<file path="src/rtl/alu_exec_unit.sv">
// Execution-stage ALU with valid/ready handshakes on both sides.
// AND/OR/ADD/SUB/SLT and unsupported codes finish in one cycle.
// SLL/SRA shift one bit per cycle, so a shift by n takes n cycles.
// Only XLEN = 32 is supported, because the shift amount is always src_b[4:0].
module alu_exec_unit #(
    parameter int XLEN = 32
) (
    input  logic            clk,
    input  logic            rst_n,
    input  logic            in_valid,
    output logic            in_ready,
    input  logic [3:0]      alu_ctrl,
    input  logic [XLEN-1:0] src_a,
    input  logic [XLEN-1:0] src_b,
    output logic            out_valid,
    input  logic            out_ready,
    output logic [XLEN-1:0] result,
    output logic            zero,
    output logic            illegal
);

    localparam logic [3:0] OP_AND = 4'b0000;
    localparam logic [3:0] OP_OR  = 4'b0001;
    localparam logic [3:0] OP_ADD = 4'b0010;
    localparam logic [3:0] OP_SUB = 4'b0110;
    localparam logic [3:0] OP_SLT = 4'b1000;
    localparam logic [3:0] OP_SLL = 4'b1001;
    localparam logic [3:0] OP_SRA = 4'b1010;

    typedef enum logic [1:0] {
        IDLE  = 2'd0,
        SHIFT = 2'd1,
        DONE  = 2'd2
    } state_t;

    state_t          state;
    logic [4:0]      count;       // shift steps still to perform
    logic            shift_left;  // direction of the shift in progress

    logic            is_shift;
    logic [4:0]      shamt;
    logic [XLEN-1:0] single_res;
    logic            single_illegal;
    logic [XLEN-1:0] shift_next;

    // The handshake outputs depend on the state alone.
    // There is no combinational path from in_valid or out_ready.
    assign in_ready  = (state == IDLE);
    assign out_valid = (state == DONE);
    assign shamt     = src_b[4:0];

    // Decode the incoming code and compute the single-cycle result.
    // Also compute the next step of the shift register.
    always_comb begin
        // NOTE: every output of this block gets a default first, so no path leaves a signal unassigned and no latch is inferred.
        is_shift       = 1'b0;
        single_res     = '0;
        single_illegal = 1'b0;
        case (alu_ctrl)
            OP_AND: single_res = src_a & src_b;
            OP_OR:  single_res = src_a | src_b;
            OP_ADD: single_res = src_a + src_b;
            OP_SUB: single_res = src_a - src_b;
            OP_SLT: single_res = {{(XLEN-1){1'b0}}, ($signed(src_a) < $signed(src_b))};
            OP_SLL,
            OP_SRA: is_shift = 1'b1;
            default: single_illegal = 1'b1;
        endcase
        // The shifted value is held in result, so a shift moves result by one bit.
        // A right shift copies the sign bit into the vacated position.
        shift_next = shift_left ? {result[XLEN-2:0], 1'b0}
                                : {result[XLEN-1], result[XLEN-1:1]};
    end

    // Control FSM and datapath registers, with synchronous active-low reset.
    always_ff @(posedge clk) begin
        if (!rst_n) begin
            // NOTE: sequential state uses non-blocking assignments, so every register samples values from before the edge.
            state      <= IDLE;
            result     <= '0;
            zero       <= 1'b0;
            illegal    <= 1'b0;
            count      <= '0;
            shift_left <= 1'b0;
        end else begin
            case (state)
                IDLE: begin
                    if (in_valid) begin
                        if (is_shift) begin
                            illegal    <= 1'b0;
                            shift_left <= (alu_ctrl == OP_SLL);
                            result     <= src_a;
                            if (shamt == 5'd0) begin
                                zero  <= (src_a == '0);
                                state <= DONE;
                            end else begin
                                count <= shamt;
                                state <= SHIFT;
                            end
                        end else begin
                            result  <= single_res;
                            zero    <= (single_res == '0);
                            illegal <= single_illegal;
                            state   <= DONE;
                        end
                    end
                end
                SHIFT: begin
                    result <= shift_next;
                    count  <= count - 5'd1;
                    if (count == 5'd1) begin
                        zero  <= (shift_next == '0);
                        state <= DONE;
                    end
                end
                DONE: begin
                    if (out_ready) state <= IDLE;
                end
                default: state <= IDLE;
            endcase
        end
    end

endmodule

</file>
<file path="config.mk">
export PLATFORM = sky130hd
export DESIGN_NAME = alu_exec_unit
export DESIGN_NICKNAME = d
export VERILOG_FILES = /design/src/rtl/alu_exec_unit.sv
export SDC_FILE = /design/constraint.sdc
export NUM_CORES = 1
export LEC_CHECK = 0
export BUFFER_PORTS_ARGS = -buffer_cell sky130_fd_sc_hd__buf_2
export CAP_MARGIN = 0
export CORE_ASPECT_RATIO = 1.25
export CORE_MARGIN = 5
export CORE_UTILIZATION = 55
export CTS_CLUSTER_SIZE = 30
export DETAILED_ROUTE_END_ITERATION = 8
export GPL_TIMING_DRIVEN = 0
export PLACE_DENSITY = 0.8
export SYNTH_ARGS = -nofsm -noshare
export SYNTH_HDL_FRONTEND = slang
export SYNTH_SLANG_ARGS = --single-unit
</file>
<file path="constraint.sdc">
create_clock -name clk -period 3.6 [get_ports clk]
set_input_delay 1.08 -clock clk [delete_from_list [all_inputs] [get_ports clk]]
set_output_delay 1.08 -clock clk [all_outputs]
set_load 0.01 [all_outputs]
</file>
======== Word level (Yosys, flattened, before mapping) ========
Cells that the tools add are included.
cells by class
  add/subtract/negate cells ............... 3
  multiply operators ...................... 0
  divide/modulo/power cells ............... 0
  magnitude comparators ................... 1
  equality and inequality tests ........... 15
  shift-type cells ........................ 0
  mux-type cells .......................... 23
  bitwise logic cells ..................... 2
  reductions and logical operators ........ 15
operators with widths
  operator                                                            number
  32-bit one-hot mux with 5 select lines                              1
  32-bit logical NOT                                                  3
  32-bit two-way mux                                                  3
  32-bit one-hot mux with 2 select lines                              1
  32-bit adder                                                        1
  32-bit bitwise AND                                                  1
  32-bit less-than comparator                                         1
  32-bit bitwise OR                                                   1
  32-bit subtractor                                                   1
  5-bit two-way mux                                                   3
  4-bit == test, second input constant                                3
  2-bit two-way mux                                                   5
  5-bit one-hot mux with 2 select lines                               1
  4-bit AND reduction                                                 2
  1-bit two-way mux                                                   7
  7-bit OR reduction                                                  1
  2-bit inequality test, second input constant                        3
  2-bit one-hot mux with 3 select lines                               1
  3-bit AND reduction                                                 2
  5-bit by 1-bit == test with 1-bit output, second input constant     1
  5-bit logical NOT                                                   1
  5-bit by 1-bit subtractor with 5-bit output, second input constant  1
  4-bit by 1-bit == test with 1-bit output, second input constant     1
  4-bit by 2-bit == test with 1-bit output, second input constant     1
  11 further kinds                                                    13
storage, ports and cells
  bits in registers ....................... 42
  bits in latches ......................... 0
  memory bits (writable) .................. 0
  bits in read-only memories .............. 0
  bits of input ports ..................... 72
  output and inout port bits .............. 36
  word-level logic and storage cells ...... 65
  memories kept ........................... 0

======== Longest topological paths before layout ========
Gate-level depths: netlist of run 1.
  word-level depth ........................ 6
  mapped depth ............................ 14
  mapped depth without buffers ............ 14

======== Least setup slack after synthesis of run 1 ========
Ideal clock, no wire load.
  path type ............................... input port to flip-flop
  from .................................... input port src_a[0]
  to ...................................... register result[26]
  setup time .............................. 0.115 ns
  data arrival time ....................... 3.610 ns
  data required time ...................... 3.485 ns
  slack ................................... -0.124 ns
  stages .................................. 14
  buffers on the path ..................... 0
  path through ............................ inv_1 ha_1 fa_1 nor2_1 o221ai_1 a311oi_2 o31ai_1 o21ai_1 a21boi_0 nor2b_1 o31a_1 a21oi_1 a21oi_1 o21a_1
between the ends
  longest elaborated chain between the ends .. 5
  elaborated cells between the ends (all ways) .. 6
  those cells by class .................... add/sub: 2; mux: 4
RTL lines
  what                                                      RTL line  RTL
  from (decl)                                               13        input logic [XLEN-1:0] src_a,
  32-bit subtractor / 32-bit adder (equally long branches)  63, 62
  32-bit one-hot mux with 5 select lines *                  59        case (alu_ctrl)
  32-bit two-way mux *                                      89        if (is_shift) begin
  32-bit two-way mux *                                      88        if (in_valid) begin
  32-bit one-hot mux with 2 select lines *                  86        case (state)
  to (signal assigned)                                      92        result <= src_a;
  to (signal assigned)                                      101       result <= single_res;
  to (signal assigned)                                      109       result <= shift_next;
  to (decl)                                                 17        output logic [XLEN-1:0] result,
Every way passes the cells marked *; elsewhere a longest branch is shown, timed or not. The select of a mux whose other input is x is not followed.
A chain may end at the register's enable or synchronous reset.

======== Final worst setup path of run 1 ========
  from .................................... input port src_a[8]
  to ...................................... register zero
between the ends
  longest elaborated chain between the ends .. 6
  elaborated cells between the ends (all ways) .. 12
  those cells by class .................... add/sub: 2; order compare: 1; mux: 5; bitwise: 2; reduce/logical: 2
RTL lines
  what                                             RTL line  RTL
  32-bit subtractor, or another cell as far along  63        OP_SUB: single_res = src_a - src_b;
  32-bit one-hot mux with 5 select lines           59
  32-bit logical NOT                               102       zero <= (single_res == '0);
  1-bit two-way mux *                              89
  1-bit two-way mux *                              88
  1-bit one-hot mux with 2 select lines *          86
  to (signal assigned)                             94        zero <= (src_a == '0);
  to (signal assigned)                             102
  to (signal assigned)                             112       zero <= (shift_next == '0);
  to (decl)                                        18        output logic zero,
Marks and branches as above.

==> qor.csv, run 1 <==
metric;value;unit
outcome;complete, but fails checks;
violations;setup timing;
internal_power;1.48;mW
arrival;4150;ps
synth_area_leaders;ha_1 16%, dfxtp_1 10%, mux2i_1 7.4%;
ir_drop;0.454;mV
clkTransAtPathRegs;60;ps
final.period_utilization;1.09;
setup_tns;-1750;ps
critical_path.max_stage_delay;420;ps
final_common_cell;inv_1;
overflow;0;
first_global_vias;9309;
wire_per_inst;23.0;um
setup_ws;-327;ps
root_buffer;clkbuf_16;
hold_class;reg2reg;
dp_hpwl;24300;um
finalHoldViolCount;0;
fin_crit;3930;ps
nets;1485;
io_buffers;105;
synthFlopType;dfxtp_1;
synth_largest_area_cell;ha_1;
core_area;0.0144;sq mm
leakage;4.58;nW
synth_top_area_share;0.156;
relSlewSlack;0.458;
via_per_inst;6.84;
postRouteAntennaNets;0;
cp.required;3830;ps
seq_area_frac_synth;0.104;
cp-start-kind;primary input;
synth-seq-cells;42;
layout-drive-gt1-share;0.304;
rows;49;
cp_cell_sequence;buf_8 > buf_4 > ha_1 > a21oi_1 > o31ai_4 > nor2b_4 > o211ai_1 > a21oi_1 > or3_1 > a32oi_2 > nand4_1 > nor4_2 > nand4_1 > o21ai_1;
die_h;146;um
path_buf_inv;2;
first_pass_iters;6;
hold_ws;478;ps
cts_buffers;5;
async_reset_ff_frac;0;
fmax;255;MHz
drc;0;
power_density;247;mW/mm^2
p_comb_frac;0.604;
rsz0062_at_grt;true;
vias;10179;
cts_tree;yes;
numClockSinks;42;
cts_max_level;2;
p_clk_frac;0.196;
drv_slew;0;
clock_skew;4.00;ps
postCtsHoldBufs;0;
tightestPinTransition;813;ps
post_synth_num_cell_types;88;
switchingPower;1.19;mW
cts_buffer_depth;2;
grt_use_total;0.350;
final_cell_mix;100 x inv_1, 96 x nand2_1, 89 x buf_2;
io_pins;108;
fp.dieW;118;um
insertedDiodeCount;0;
drtIter0Drc;1414;
setup_viol_count_final;15;
antenna_found_initial;0;
clk-insertion-delay-late;290;ps
synthCells;1136;
wirelength;34300;um
die_area;0.0172;sq mm
cp_max_fo;4;
critPathCaptureType;flop;
syn_to_final_growth;33.6;%
grt_pass1_wl;49500;um
max_cap_viol_count;0;
synth_edf_count;0;
ys.warnings.count;0;
syn-cell-area;0.00808;sq mm
syn-num-nets;1311;
seq_power_share;0.200;
gp_congestion;1.05;
swShare;0.445;
critPathKind;in2reg;
crit_slowest_cell;a21oi_1;
cp_top_family;compound AO/OA/AOI/OAI gates;
synth.avg_cell_area;7.12;sq um
grt_max_degree;14;
start_util;0.561;
## sequential cells by signal (all words and copies together), names as in the netlist
name,count
count,5
zero,1
shift_left,1
result,32
illegal,1
state,2
## Yosys cell counts, types with 20 or more instances
cell type  number
nor4_1         20
nor3_1         38
clkbuf_1       40
nand3_1        25
nor2b_1        23
ha_1          101
inv_1         122
a21oi_1        95
o21ai_0        54
nor2_1         72
dfxtp_1        42
and2_1         23
mux2i_1        60
nand2_1        97
## timing repair
| item | CTS | global route |
|---|---|---|
| buffers inserted | 37 | 32 |
| gates cloned | 1 | 1 |
| resized for setup | 181 | 101 |
| setup endpoints to repair | 24 | 24 |
| pin swaps | 68 | 67 |
## cell type report
class	count	area (sq um)
buffer	64	437
clock buffer	5	125
clock inverter	3	40.0
fill	1064	3610
inverter	123	502
multi-input combinational	900	7430
sequential	42	841
tap	178	223
timing repair buffer	174	1200
## worst min-delay path: stages (launching register included)
cell     delay (ps)
dfxtp_1         330
inv_1            60
a21oi_1          50
## stage by stage
stage	cell area, sq um	power (mW)	instances	worst slack [ps]	utilization
2_1_floorplan	8110	1.34	1136	-22.8	-
6_report	10800	2.66	1489	-327	0.749
3_3_place_gp	8860	1.69	1419	-1090	0.615
5_1_grt	10800	2.77	1489	-406	0.749
3_5_place_dp	8860	1.70	1419	-1160	0.615
4_1_cts	10100	2.42	1458	-176	0.702
## power by group through the flow
| stage | registers [mW] | logic (mW) | clock network [mW] |
|---|---|---|---|
| after detailed placement | 0.542 | 1.16 | 0 |
| after CTS | 0.531 | 1.38 | 0.513 |
| after global placement | 0.541 | 1.15 | 0 |
| final | 0.534 | 1.61 | 0.521 |
| after global routing | 0.536 | 1.69 | 0.540 |
| after floorplan | 0.539 | 0.800 | 0 |
## path summary, 6_finish.rpt
path	startpoint	endpoint	slack (ps)	cells past startpoint
min reg2reg	count[4]	count[4]	480	2
max	src_a[8]	zero	-330	14
min	count[4]	count[4]	480	2
max reg2reg	state[0]	zero	770	10
## logic make-up (layout without fill, tap and decap cells)
| logic type | Yosys count | in the layout | share of synthesized area |
|---|---|---|---|
| buffers and inverters | 194 | 369 | 0.108 |
| XOR/XNOR | 20 | 20 | 0.0217 |
| adder cells (fa/ha/maj) | 103 | 103 | 0.161 |
| AO/OA/AOI/OAI | 352 | 352 | 0.300 |
| multiplexers | 62 | 62 | 0.0771 |
| AND/OR/NAND/NOR | 363 | 363 | 0.228 |
| flip-flops | 42 | 42 | 0.104 |
## per-layer routing
metal	part of all wire	track usage
met3	0.12	0.0638
met4	0.085	0.213
met1	0.36	0.420
met5	0	0
met2	0.44	0.575
(Power assumes the default switching activity.)
==> inputs of run 2 (changes only) <==
--- a/config.mk
+++ b/config.mk
@@ -13,6 +13,7 @@
 export CTS_CLUSTER_SIZE = 30
 export DETAILED_ROUTE_END_ITERATION = 8
 export GPL_TIMING_DRIVEN = 0
+export MAX_ROUTING_LAYER = met4
 export PLACE_DENSITY = 0.8
 export SYNTH_ARGS = -nofsm -noshare
 export SYNTH_HDL_FRONTEND = slang
==> run 2 against run 1 <==
The run still ends with setup timing left. Maximum frequency increased by 1.7%. Critical endpoint unchanged. Critical path type unchanged. Worst hold slack got worse by 1.9 ps. Clock skew about the same.
==> qor.csv, run 2 (synthesis results as in run 1) <==
metric;value;unit;change
outcome;complete, but fails checks;;unchanged
violations;setup timing;;unchanged
cp_max_fo;4;;unchanged
critical_path.max_stage_delay;490;ps;was 420 ps
insertedDiodeCount;0;;unchanged
switchingPower;1.13;mW;was 1.19 mW
nets;1462;;was 1485
nFillCells;1177;;was 1064
fmax;259;MHz;was 255 MHz
numClockSinks;42;;unchanged
swShare;0.449;;was 0.445
rsz0062_at_grt;true;;unchanged
hold_class;reg2reg;;unchanged
via_per_inst;6.82;;was 6.84
drtIter0Drc;1184;;was 1414
layout-drive-gt1-share;0.286;;was 0.304
clock_skew;3.98;ps;was 4.00 ps
start_util;0.561;;unchanged
drv_slew;0;;unchanged
final_common_cell;inv_1;;unchanged
drc;0;;unchanged
wire_per_inst;22.7;um;was 23.0 um
max_cap_viol_count;0;;unchanged
clk-insertion-delay-late;290;ps;about the same
overflow;0;;unchanged
setup_ws;-263;ps;was -327 ps
reg.largest.list;result x32, count x5, state x2;;unchanged
cts_buffers;5;;unchanged
pre_cts_slack;-1190;ps;was -1160 ps
cts_tree;yes;;unchanged
r2r_cells;10;;unchanged
vias;10005;;was 10179
cts_buffer_depth;2;;unchanged
critPathKind;in2reg;;unchanged
die_h;146;um;unchanged
final_cell_mix;100 x inv_1, 96 x nand2_1, 90 x buf_2;;was 100 x inv_1, 96 x nand2_1, 89 x buf_2
grt_pass1_wl;49800;um;was 49500 um
io_buffers;105;;unchanged
utilization;0.731;;was 0.749
power_density;239;mW/mm^2;was 247 mW/mm^2
relSlewSlack;0.492;;was 0.458
fin_crit;3860;ps;was 3930 ps
postRouteAntennaNets;0;;unchanged
final.period_utilization;1.07;;was 1.09
first_global_vias;9339;;was 9309
critPathCaptureType;flop;;unchanged
cp_top_family;compound AO/OA/AOI/OAI gates;;unchanged
internal_power;1.39;mW;was 1.48 mW
reg2reg_slack;730;ps;was 770 ps
crit_slowest_cell;a311oi_4;;was a21oi_1
grt_use_total;0.361;;was 0.350
cp.required;3820;ps;was 3830 ps
finalHoldViolCount;0;;unchanged
path_buf_inv;3;;was 2
fp.dieW;118;um;unchanged
dp_hpwl;24900;um;was 24300 um
cp_cell_sequence;buf_12 > inv_6 > ha_4 > fa_2 > nor2_4 > o221ai_4 > a311oi_4 > buf_4 > o311ai_4 > a32oi_2 > xnor2_1 > a22oi_2 > nand2_2 > a2111oi_4 > nand4_1 > o21ai_1;;was buf_8 > buf_4 > ha_1 > a21oi_1 > o31ai_4 > nor2b_4 > o211ai_1 > a21oi_1 > or3_1 > a32oi_2 > nand4_1 > nor4_2 > nand4_1 > o21ai_1
holdPathStages;2;;unchanged
grt_max_degree;13;;was 14
worstHoldStart;count[4];;unchanged
syn_to_final_growth;30.3;%;was 33.6%
r2r_end;zero;;unchanged
tightestPinTransition;763;ps;was 813 ps
setup_viol_count_final;14;;was 15
clkTransAtPathRegs;60;ps;about the same
io_pins;108;;unchanged
cts_max_level;2;;unchanged
leakage;4.43;nW;was 4.58 nW
largest_register;result;;unchanged
reg2reg_from;state[0];;unchanged
die_area;0.0172;sq mm;unchanged
ir_drop;0.317;mV;was 0.454 mV
setup_tns;-1370;ps;was -1750 ps
gp_congestion;1.05;;about the same
largest_reg_flops;32;;unchanged
p_clk_frac;0.180;;was 0.196
first_pass_iters;9;;was 6
arrival;4080;ps;was 4150 ps
holdPathEnd;count[4];;unchanged
postCtsHoldBufs;0;;unchanged
seq_power_share;0.212;;was 0.200
core_area;0.0144;sq mm;unchanged
antenna_found_initial;0;;unchanged
rows;49;;unchanged
root_buffer;clkbuf_16;;unchanged
cp-start-kind;primary input;;unchanged
p_comb_frac;0.608;;was 0.604
wirelength;33300;um;was 34300 um
run 2: cell types whose count changed in the layout (fill, tap and decap cells not counted), sizes merged:
| cell | delta |
|---|---|
| buf | -24 |
| bufinv | -1 |
| clkbuf | +3 |
| clkinv | -1 |
| clkinvlp | -1 |
| inv | +1 |
run 2: worst max-delay path by stage:
| stage | from | endpoint | slack (ps) | depth (start not counted) |
|---|---|---|---|---|
| finish | src_a[0] | zero | -260 | 16 |
| global route | src_a[0] | zero | -380 | 16 |
| CTS | src_a[0] | zero | -220 | 15 |
| detailed placement | src_a[7] | result[24] | -1190 | 14 |
| global placement | src_a[7] | result[24] | -1150 | 14 |
| floorplan | src_a[10] | zero | -20 | 14 |
run 2: cell type report:
class / count / area (sq um) / share of cell area
clock buffers: 7 / 143 / 0.0135
inverters: 123 / 493 / 0.0468
clock inverters: 1 / 5.00 / 0.000475
multi-input cells: 900 / 7360 / 0.699
plain buffers: 62 / 408 / 0.0387
flip-flops and latches: 42 / 841 / 0.0798
well taps: 178 / 223 / 0.0212
repair buffers: 153 / 1050 / 0.100
run 2: worst min-delay path, delay by kind of cell (launching register included):
kind	cells	cell delay (ps)
compound gates	1	50
flops	1	320
buf+inv	1	50
run 2: layer usage:
metal,part of all wire,up-vias,routed length [um],GRT usage
met1,0.36,4596,12100,0.436
li1,-,4410,-,-
met5,0,-,0,-
met2,0.45,773,14900,0.574
met4,0.080,0,2660,0.218
met3,0.11,226,3550,0.0435
run 2: repair_timing:
item | in CTS | in global routing
pin swaps | 60 | 55
setup endpoints to repair | 24 | 25
buffers inserted | 30 | 17
cloned | 1 | 1
gates resized for setup | 168 | 99
run 2: metrics by stage:
step	power, mW	std cells	hold slack, ps	instance area, sq um
after global routing	2.63	1466	514	10500
after floorplan	1.34	1136	437	8110
after detailed placement	1.71	1419	463	8860
after global placement	1.70	1419	457	8860
after CTS	2.35	1453	473	10000
final	2.52	1466	476	10500
run 2: power by group through the flow:
stage / logic, mW / clock network, mW / registers (mW)
6_report: 1.53 / 0.454 / 0.534
5_1_grt: 1.62 / 0.477 / 0.536
4_1_cts: 1.36 / 0.453 / 0.531
3_5_place_dp: 1.17 / 0 / 0.542
3_3_place_gp: 1.15 / 0 / 0.542
2_1_floorplan: 0.800 / 0 / 0.539
==> inputs of run 3 (changes only) <==
--- a/config.mk
+++ b/config.mk
@@ -7,7 +7,6 @@
 export LEC_CHECK = 0
 export BUFFER_PORTS_ARGS = -buffer_cell sky130_fd_sc_hd__buf_2
 export CAP_MARGIN = 0
-export CORE_ASPECT_RATIO = 1.25
 export CORE_MARGIN = 5
 export CORE_UTILIZATION = 55
 export CTS_CLUSTER_SIZE = 30
==> run 3 against run 2 <==
The run still ends with setup timing left. Non-clock buffer count up 1. Critical path depth shrank 2. Die area hardly changed. Flip-flop and latch count unchanged. Critical path type unchanged. Critical endpoint unchanged. Largest power group unchanged. Highest routed layer unchanged.
==> qor.csv, run 3 (synthesis results as in run 1) <==
metric;value;unit;change
overflow;0;;unchanged
pre_cts_slack;-1160;ps;was -1190 ps
first_global_vias;9300;;was 9339
grt_pass1_wl;51400;um;was 49800 um
max_cap_viol_count;0;;unchanged
nets;1463;;was 1462
postRouteAntennaNets;0;;unchanged
fp.dieW;131;um;was 118 um
cts_buffers;5;;unchanged
largest_reg_flops;32;;unchanged
postCtsHoldBufs;0;;unchanged
p_clk_frac;0.182;;was 0.180
numClockSinks;42;;unchanged
setup_ws;-262;ps;was -263 ps
vias;9954;;was 10005
setup_viol_count_final;14;;unchanged
seqCellArea;841;sq um;unchanged
die_h;131;um;was 146 um
root_buffer;clkbuf_16;;unchanged
core_area;0.0145;sq mm;was 0.0144 sq mm
antenna_found_initial;0;;unchanged
cts_tree;yes;;unchanged
via_per_inst;6.76;;was 6.82
nFillCells;1148;;was 1177
hold_class;reg2reg;;unchanged
fin_cells;1473;;was 1466
fmax;259;MHz;about the same
drv_slew;0;;unchanged
multi_input_area;0.00733;sq mm;was 0.00736 sq mm
largest_register;result;;unchanged
violations;setup timing;;unchanged
arrival;4090;ps;was 4080 ps
swShare;0.452;;was 0.449
dp_hpwl;24800;um;was 24900 um
cts_buffer_depth;2;;unchanged
clk-insertion-delay-late;290;ps;about the same
first_pass_iters;7;;was 9
wirelength;33400;um;was 33300 um
placed_area;0.00887;sq mm;was 0.00886 sq mm
reg.largest.list;result x32, count x5, state x2;;unchanged
final_common_cell;inv_1;;unchanged
cp_cell_sequence;buf_4 > inv_4 > ha_4 > and2_4 > a221oi_4 > a2111oi_4 > o211ai_1 > a21oi_1 > or3_1 > a32oi_2 > nand4_1 > nor4_2 > nand4_1 > o21ai_1;;was buf_12 > inv_6 > ha_4 > fa_2 > nor2_4 > o221ai_4 > a311oi_4 > buf_4 > o311ai_4 > a32oi_2 > xnor2_1 > a22oi_2 > nand2_2 > a2111oi_4 > nand4_1 > o21ai_1
cp.required;3830;ps;was 3820 ps
start_util;0.558;;was 0.561
dp.cells;1425;;was 1419
tightestPinTransition;894;ps;was 763 ps
clock_skew;9.19;ps;was 3.98 ps
internal_power;1.40;mW;was 1.39 mW
fin_crit;3860;ps;about the same
grt_max_degree;13;;unchanged
final_cell_mix;98 x inv_1, 96 x nand2_1, 90 x buf_2;;was 100 x inv_1, 96 x nand2_1, 90 x buf_2
cp_max_fo;5;;was 4
critical_path.max_stage_delay;380;ps;was 490 ps
cts_max_level;2;;unchanged
io_buffers;105;;unchanged
gp_congestion;1.04;;was 1.05
leakage;4.47;nW;was 4.43 nW
insertedDiodeCount;0;;unchanged
drtIter0Drc;1546;;was 1184
wire_per_inst;22.7;um;about the same
crit_slowest_cell;or3_1;;was a311oi_4
cp-start-kind;primary input;;unchanged
critPathKind;in2reg;;unchanged
power_density;242;mW/mm^2;was 239 mW/mm^2
final_cell_area;0.0106;sq mm;was 0.0105 sq mm
io_pins;108;;unchanged
die_area;0.0172;sq mm;about the same
final.period_utilization;1.07;;about the same
grt_use_total;0.370;;was 0.361
drc;0;;unchanged
path_common_cell;nand4_1;;
seq_power_share;0.208;;was 0.212
p_total;2.56;mW;was 2.52 mW
critPathCaptureType;flop;;unchanged
p_comb_frac;0.609;;was 0.608
relSlewSlack;0.404;;was 0.492
ir_drop;0.199;mV;was 0.317 mV
clkTransAtPathRegs;60;ps;about the same
syn_to_final_growth;31.0;%;was 30.3%
layout-drive-gt1-share;0.288;;was 0.286
outcome;complete, but fails checks;;unchanged
rows;44;;was 49
rsz0062_at_grt;true;;unchanged
finalHoldViolCount;0;;unchanged
switchingPower;1.16;mW;was 1.13 mW
==> run 3: changes by cell type in the layout (fill, tap and decap cells not counted), sizes merged <==
cell      delta
clkbuf       +1
clkinvlp     +2
bufbuf       +1
buf          -1
inv          -2
==> run 3: final timing paths <==
path                    to  cells past startpoint  slack [ps]  startpoint
setup reg to reg      zero                     10         790    state[0]
setup / recovery      zero                     14        -260    src_a[3]
hold reg to reg   count[4]                      2         470    count[4]
hold / removal    count[4]                      2         470    count[4]
==> run 3: through the flow <==
step	utilization	TNS (ps)	hold WS (ps)
global placement	0.613	-19260	459
finish	0.731	-2410	468
CTS	0.708	-1130	472
detailed placement	0.613	-19230	463
global route	0.731	-3220	504
floorplan	-	-22.8	437
==> run 3: per-layer routing <==
metal / GRT usage / up-vias / wire length, um
met5: - / - / 0
met4: 0.163 / 0 / 1790
met3: 0.0615 / 179 / 4060
met2: 0.565 / 770 / 14500
met1: 0.482 / 4581 / 13100
li1: - / 4424 / -
==> run 3: cell type report <==
| cell class | count | area share |
|---|---|---|
| plain buffers | 65 | 0.0417 |
| well taps | 184 | 0.0217 |
| inverters | 123 | 0.0480 |
| flip-flops and latches | 42 | 0.0794 |
| clock buffers | 7 | 0.0135 |
| multi-input cells | 900 | 0.693 |
| repair buffers | 151 | 0.102 |
| clock inverters | 1 | 0.000473 |
==> run 3: power by group through the flow <==
stage                     clock network [mW]  registers [mW]  logic, mW
after CTS                              0.462           0.531       1.42
after global placement                     0           0.540       1.16
after floorplan                            0           0.539      0.800
after detailed placement                   0           0.541       1.17
after global routing                   0.479           0.536       1.65
final                                  0.466           0.533       1.56
==> run 3: what timing repair did <==
action	CTS	global route
pin swaps	78	41
gates cloned	1	0
setup buffers	36	9
setup endpoints to repair	25	22
resized for setup	205	64
==> run 3: critical path: cells and delay by family <==
| kind | cells | cell delay [ps] |
|---|---|---|
| AND/OR/NAND/NOR | 5 | 1160 |
| adder cells (fa/ha/maj) | 1 | 260 |
| AO/OA/AOI/OAI | 6 | 1370 |
| buffers and inverters | 2 | 210 |
